--- src/rtl/ext_bus_arbiter.sv ---
// Two-requester external bus arbiter: round-robin grant, framed outbound transfer with
// odd parity, then a single inbound response (or error/timeout byte) routed to the owner.
module ext_bus_arbiter #(
    parameter int TIMEOUT = 255
) (
    input  logic       ext_clk,
    input  logic       ext_rst_n,
    input  logic       rq0_valid,
    input  logic [2:0] rq0_len,
    input  logic [7:0] rq0_data,
    output logic       rq0_ready,
    input  logic       rq1_valid,
    input  logic [2:0] rq1_len,
    input  logic [7:0] rq1_data,
    output logic       rq1_ready,
    output logic [7:0] ob_data,
    output logic       ob_pty,
    input  logic [7:0] ib_data,
    input  logic       ib_pty,
    output logic       rsp_valid,
    output logic       rsp_id,
    output logic [7:0] rsp_data,
    output logic       rsp_last,
    output logic       rsp_err,
    output logic       busy
);

    localparam int TW = (TIMEOUT < 1) ? 1 : $clog2(TIMEOUT + 1);

    typedef enum logic [1:0] {IDLE, DATA, WAIT_RSP, RSP} state_t;

    state_t        state;
    logic          gnt_id;
    logic          last_id;
    logic          fin;
    logic [2:0]    len_q;
    logic [2:0]    cnt;
    logic [TW-1:0] tcnt;
    logic          grant_id;
    logic          ib_good;
    logic          hdr_ok;

    always_comb begin
        grant_id = (rq0_valid && rq1_valid) ? ~last_id : rq1_valid;
        ib_good  = ^{ib_pty, ib_data};
        hdr_ok   = (ib_data[6] == gnt_id) && ib_good;
    end

    assign ob_pty = ~^ob_data;
    assign busy   = (state != IDLE);

    // fin marks the cycle a final rsp byte is on the outputs; IDLE is entered one edge later
    always_ff @(posedge ext_clk or negedge ext_rst_n) begin
        if (!ext_rst_n) begin
            state     <= IDLE;
            gnt_id    <= 1'b0;
            last_id   <= 1'b1;
            fin       <= 1'b0;
            len_q     <= 3'd0;
            cnt       <= 3'd0;
            tcnt      <= '0;
            ob_data   <= 8'h00;
            rq0_ready <= 1'b0;
            rq1_ready <= 1'b0;
            rsp_valid <= 1'b0;
            rsp_id    <= 1'b0;
            rsp_data  <= 8'h00;
            rsp_last  <= 1'b0;
            rsp_err   <= 1'b0;
        end else begin
            rsp_valid <= 1'b0;
            rsp_err   <= 1'b0;
            rsp_last  <= 1'b0;
            case (state)
                IDLE: begin
                    if (rq0_valid || rq1_valid) begin
                        gnt_id    <= grant_id;
                        last_id   <= grant_id;
                        len_q     <= grant_id ? rq1_len : rq0_len;
                        ob_data   <= {1'b1, grant_id, 3'b000, (grant_id ? rq1_len : rq0_len)};
                        rq0_ready <= ~grant_id;
                        rq1_ready <= grant_id;
                        cnt       <= 3'd0;
                        state     <= DATA;
                    end
                end
                DATA: begin
                    ob_data <= gnt_id ? rq1_data : rq0_data;
                    if (cnt == len_q) begin
                        rq0_ready <= 1'b0;
                        rq1_ready <= 1'b0;
                        tcnt      <= '0;
                        fin       <= 1'b0;
                        state     <= WAIT_RSP;
                    end else begin
                        cnt <= cnt + 3'd1;
                    end
                end
                WAIT_RSP: begin
                    ob_data <= 8'h00;
                    if (fin) begin
                        fin   <= 1'b0;
                        state <= IDLE;
                    end else if (ib_data[7]) begin
                        if (hdr_ok) begin
                            len_q <= ib_data[2:0];
                            cnt   <= 3'd0;
                            state <= RSP;
                        end else begin
                            rsp_valid <= 1'b1;
                            rsp_err   <= 1'b1;
                            rsp_last  <= 1'b1;
                            rsp_data  <= ib_data;
                            rsp_id    <= gnt_id;
                            fin       <= 1'b1;
                        end
                    end else if (tcnt == TW'(TIMEOUT - 1)) begin
                        rsp_valid <= 1'b1;
                        rsp_err   <= 1'b1;
                        rsp_last  <= 1'b1;
                        rsp_data  <= 8'h00;
                        rsp_id    <= gnt_id;
                        fin       <= 1'b1;
                    end else begin
                        tcnt <= tcnt + TW'(1);
                    end
                end
                RSP: begin
                    if (fin) begin
                        fin   <= 1'b0;
                        state <= IDLE;
                    end else begin
                        rsp_valid <= 1'b1;
                        rsp_err   <= ~ib_good;
                        rsp_last  <= (cnt == len_q);
                        rsp_data  <= ib_data;
                        rsp_id    <= gnt_id;
                        if (cnt == len_q) begin
                            fin <= 1'b1;
                        end else begin
                            cnt <= cnt + 3'd1;
                        end
                    end
                end
                default: state <= IDLE;
            endcase
        end
    end

endmodule

--- config.mk ---
export PLATFORM = sky130hd
export DESIGN_NAME = ext_bus_arbiter
export DESIGN_NICKNAME = d
export VERILOG_FILES = /design/src/rtl/ext_bus_arbiter.sv
export SDC_FILE = /design/constraint.sdc
export NUM_CORES = 1
export LEC_CHECK = 0
export ABC_AREA = 1
export CAP_MARGIN = 20
export CORE_MARGIN = 2
export CORE_UTILIZATION = 55
export CTS_BUF_LIST = sky130_fd_sc_hd__clkbuf_4
export CTS_CLUSTER_DIAMETER = 120
export DETAILED_ROUTE_END_ITERATION = 10
export PLACE_DENSITY_LB_ADDON = 0.15
export SLEW_MARGIN = 20
export SYNTH_ARGS = -nofsm -noshare
export SYNTH_HDL_FRONTEND = slang
export SYNTH_SLANG_ARGS = --single-unit
--- constraint.sdc ---
create_clock -name ext_clk -period 3 [get_ports ext_clk]
set_input_delay 0.75 -clock ext_clk [delete_from_list [all_inputs] [get_ports ext_clk]]
set_output_delay 0.75 -clock ext_clk [all_outputs]
set_load 0.01 [all_outputs]
==> implementation parameters <==
Parameter                              Value

Clocking
  Total number of clock tree sinks    41
  Clock latency reported for the late side of the worst-skew pair    0.35 ns
  Buffers inserted during post-CTS setup optimization    0
  Clock tree from TritonCTS    built
  CTS H-Tree Depth    2
  Hold buffer count at cts    0
  Clock buffer count from CTS    5
  Number of resized instances in the post-cts repair step    0
  Root Buffer Master    sky130_fd_sc_hd__clkbuf_4
  Clk slew on worst S/H paths    0.12 ns
  Maximum buffer depth of the clock tree    2

Timing
  Crit path time final    2.631 ns
  Worst slew slack as a fraction of its limit    between 30 and 40%
  Worst hold slack across all endpoints    ~0.5 ns
  Maximum operating frequency    approximately 380 MHz
  Total count of hold-check failures in the final report    0
  Unrepaired setup endpoints after global routing    no
  Number of failing setup endpoints in the final timing report    0
  Slew @ Worst Pin    just over 0.9 ns
  Setup total negative slack    0 ns
  Final worst path period share    87.70%
  Post-layout worst setup margin    roughly 0.37 ns
  Final slew viol count    0
  Skew final    ~0.014 ns

Place
  Buffers added on ports    58
  Post-placement worst setup slack    between 0.2 and 0.3 ns
  Total half-perimeter wirelength after legalization and detailed placement    ~4.6 mm
  Number of instances in the placed design    roughly 470
  Routability Congestion    between 0.8 and 0.9

Power
  Power density over the cells    886.4 mW/mm²
  Switching component of the power    0.001268 W
  Peak supply drop    ~0.53 mV
  Net switching share of the total power    44.19%
  Cell-internal power    0.001601 W
  Share of total power in sequential cells    32.6%
  Clock network fraction of design power    9.2%
  Static power due to leakage    1.634 nW
  Comb pwr share    58.2%

Yosys
  Post-Synthesis Mean Instance Area    just over 7 µm²
  Sequential fraction of the synthesis area    40.07%
  Dominant cell type by area after synthesis    sky130_fd_sc_hd__dfrtp_1
  Leading register cell type out of synthesis    sky130_fd_sc_hd__dfrtp_1
  Area share of the leading cell type in the synthesized netlist    about two fifths
  Nets in the synthesized netlist    approximately 400
  Commonest cells in the netlist    sky130_fd_sc_hd__nand2_1 (125), sky130_fd_sc_hd__dfrtp_1 (40), sky130_fd_sc_hd__nor2_1 (39), sky130_fd_sc_hd__inv_1 (36), sky130_fd_sc_hd__o21ai_0 (25)
  Number of register bits inferred by synthesis    41
  Number of enable flip-flop cells after synthesis    0
  Post-Syn Area    0.002564 mm²
  Area contributors post-synth    sky130_fd_sc_hd__dfrtp_1 (39%), sky130_fd_sc_hd__nand2_1 (18%), sky130_fd_sc_hd__nor2_1 (5.7%), sky130_fd_sc_hd__inv_1 (5.3%), sky130_fd_sc_hd__o21ai_0 (4.9%)
  Mapped Cells    359
  Top-count cell post-synth    sky130_fd_sc_hd__nand2_1
  Library cells used by synthesis    30
  Share of synthesized flip-flops with an asynchronous set or reset    100.0%
  Synth warn    0

Global routing
  Global-route wire length before repair    10.56 mm
  Via count of the first global-routing pass    2,317
  Pin count of the biggest net entering global routing    42
  Overall fraction of global-route tracks in use    25.62%
  GRT overflow    0
  Number of antenna violations at the first check in global routing    0

Cells and area
  Area of all sequential standard cells    between 0.001 and 0.0015 mm²
  Fraction of final layout cells sized beyond drive strength 1    under 10%
  Area of combinational cells with multiple inputs    0.001364 mm²
  Total of fill cells in the finished design    369
  Nets@finish    464
  Final Instance Count excl. Fillers    473
  N_diodes    0
  Area growth, synth to finish    26.26%

Drt
  Number of nets with antenna violations after routing    0
  First-pass detailed-route iteration total    4
  DRC violation count after routing    0
  Via count    between 2,000 and 2,500
  Final routed wirelength across all metal layers    6.130 mm
  Routed length per placed instance    12.96 µm
  1st-iter DRT viols    between 150 and 200
  Number of vias per cell after detailed routing    5.195

Die
  I/O pin count    59
  Overall die area    0.005224 mm²
  Core footprint    0.004414 mm²
  Effective utilization at floorplan    58.08%
  Cell Rows    24
  Height of the die    72.28 µm
  Die outline width    approximately 72 µm

Hold path
  Class of the worst hold path    flop to flop

Worst setup path
  CP Data Required Time    about 2.3 ns
  Nature of the critical path endpoint    output port
  Worst Path Class, Setup    flop to output port
  Cell mode on critical path    sky130_fd_sc_hd__xor2_1
  Cell at the slowest stage of the critical path    sky130_fd_sc_hd__clkdlybuf4s50_1
  Arrival time at the worst endpoint    about 1.9 ns
  Startpoint class of the critical path    flop
  Max FO, Critical Path    3
  List of cells traversed by the critical path    xor2_1 -> xor2_1 -> xnor2_1 -> clkdlybuf4s50_1
  Slowest cell delay on critical path    0.55 ns

Outcome
  Run status    finished, final reports clean

Flow run
  Number of max-cap violations    0
-- worst max-delay path: cells and delay by family (launching register included) --
kind                   cells  cell delay (ns)
flip-flops                 1             0.43
buffers and inverters      1             0.55
XOR/XNOR                   3             0.55
-- through the flow --
step           util (%)  cell area, µm²  total power (W)
2_1_floorplan         -            2564         0.001958
3_3_place_gp      72.22            3188         0.002565
3_5_place_dp      72.22            3188         0.002610
4_1_cts           73.33            3237         0.002885
5_1_grt           73.33            3237         0.003129
6_report          73.33            3237         0.002869
-- sequential cells by signal, indices dropped and copies added (netlist names) --
signal and count:
gnt_id 1, state 2, rsp_data 8, rq0_ready 1, rsp_last 1, rq1_ready 1, fin 1, ob_data 8
len_q 3, rsp_valid 1, tcnt 8, rsp_err 1, cnt 3, rsp_id 1, last_id 1
-- worst paths after layout --
kind	from	to	slack, ns	cells past startpoint
setup reg to reg	state[0]	rsp_data[1]	0.79	10
hold reg to reg	rq1_ready	rq1_ready	0.50	2
hold / removal	rq1_ready	rq1_ready	0.50	2
setup / recovery	ob_data[1]	ob_pty	0.37	4
max in group asynchronous	ext_rst_n	cnt[0]	1.90	1
min in group asynchronous	ext_rst_n	ob_data[3]	0.51	1
-- logic make-up after synthesis --
family | after synthesis | synth area share, %
buffers and inverters | 43 | 6.735
XOR/XNOR | 18 | 6.149
AND/OR/NAND/NOR | 206 | 33.72
AO/OA/AOI/OAI | 43 | 9.420
adder cells (fa/ha/maj) | 8 | 3.904
flip-flops | 41 | 40.07
-- routing by layer --
metal  GRT usage, %  share of wire (%)  up-vias
met1          34.20                 47     1112
met5              0                  0        -
met3          5.278                6.5        8
met4          7.547                1.2        0
met2          42.20                 45       71
li1               -                  -     1266
-- final cells by class --
| type | instances | share of cell area [%] |
|---|---|---|
| sequential | 41 | 31.74 |
| tap | 52 | 2.010 |
| timing repair buffer | 59 | 18.01 |
| clock inverter | 2 | 0.3479 |
| clock buffer | 5 | 1.160 |
| inverter | 39 | 4.600 |
| multi-input combinational | 275 | 42.13 |
-- placed cells by master (no fill, tap or decap), types with 2 or more instances in the layout --
master	synthesis	routed
sky130_fd_sc_hd__nand2_4	2	2
sky130_fd_sc_hd__o21ai_1	2	2
sky130_fd_sc_hd__nor2_1	39	39
sky130_fd_sc_hd__nor3_1	3	3
sky130_fd_sc_hd__inv_1	36	36
sky130_fd_sc_hd__a31oi_1	4	4
sky130_fd_sc_hd__xnor2_1	11	11
sky130_fd_sc_hd__o21ai_0	25	25
sky130_fd_sc_hd__o31ai_1	4	4
sky130_fd_sc_hd__dfrtp_1	40	40
sky130_fd_sc_hd__a21oi_1	4	4
sky130_fd_sc_hd__nand2_1	125	125
sky130_fd_sc_hd__nand3_1	19	19
sky130_fd_sc_hd__clkdlybuf4s50_1	0	57
sky130_fd_sc_hd__or2_2	7	7
sky130_fd_sc_hd__nand4_1	7	7
sky130_fd_sc_hd__clkbuf_4	0	5
sky130_fd_sc_hd__inv_2	2	2
sky130_fd_sc_hd__xor2_1	7	7
sky130_fd_sc_hd__ha_1	8	8
sky130_fd_sc_hd__nand2_2	2	2
-- power by group through the flow --
stage                     logic, W  clock network, W  registers (W)
after global placement     0.00163                 0       0.000937
after global routing       0.00188          0.000294       0.000960
after CTS                  0.00168          0.000271       0.000933
after detailed placement   0.00167                 0       0.000940
final                      0.00167          0.000263       0.000936
after floorplan            0.00101                 0       0.000952
Note: power is estimated with default switching activity, not from simulation.
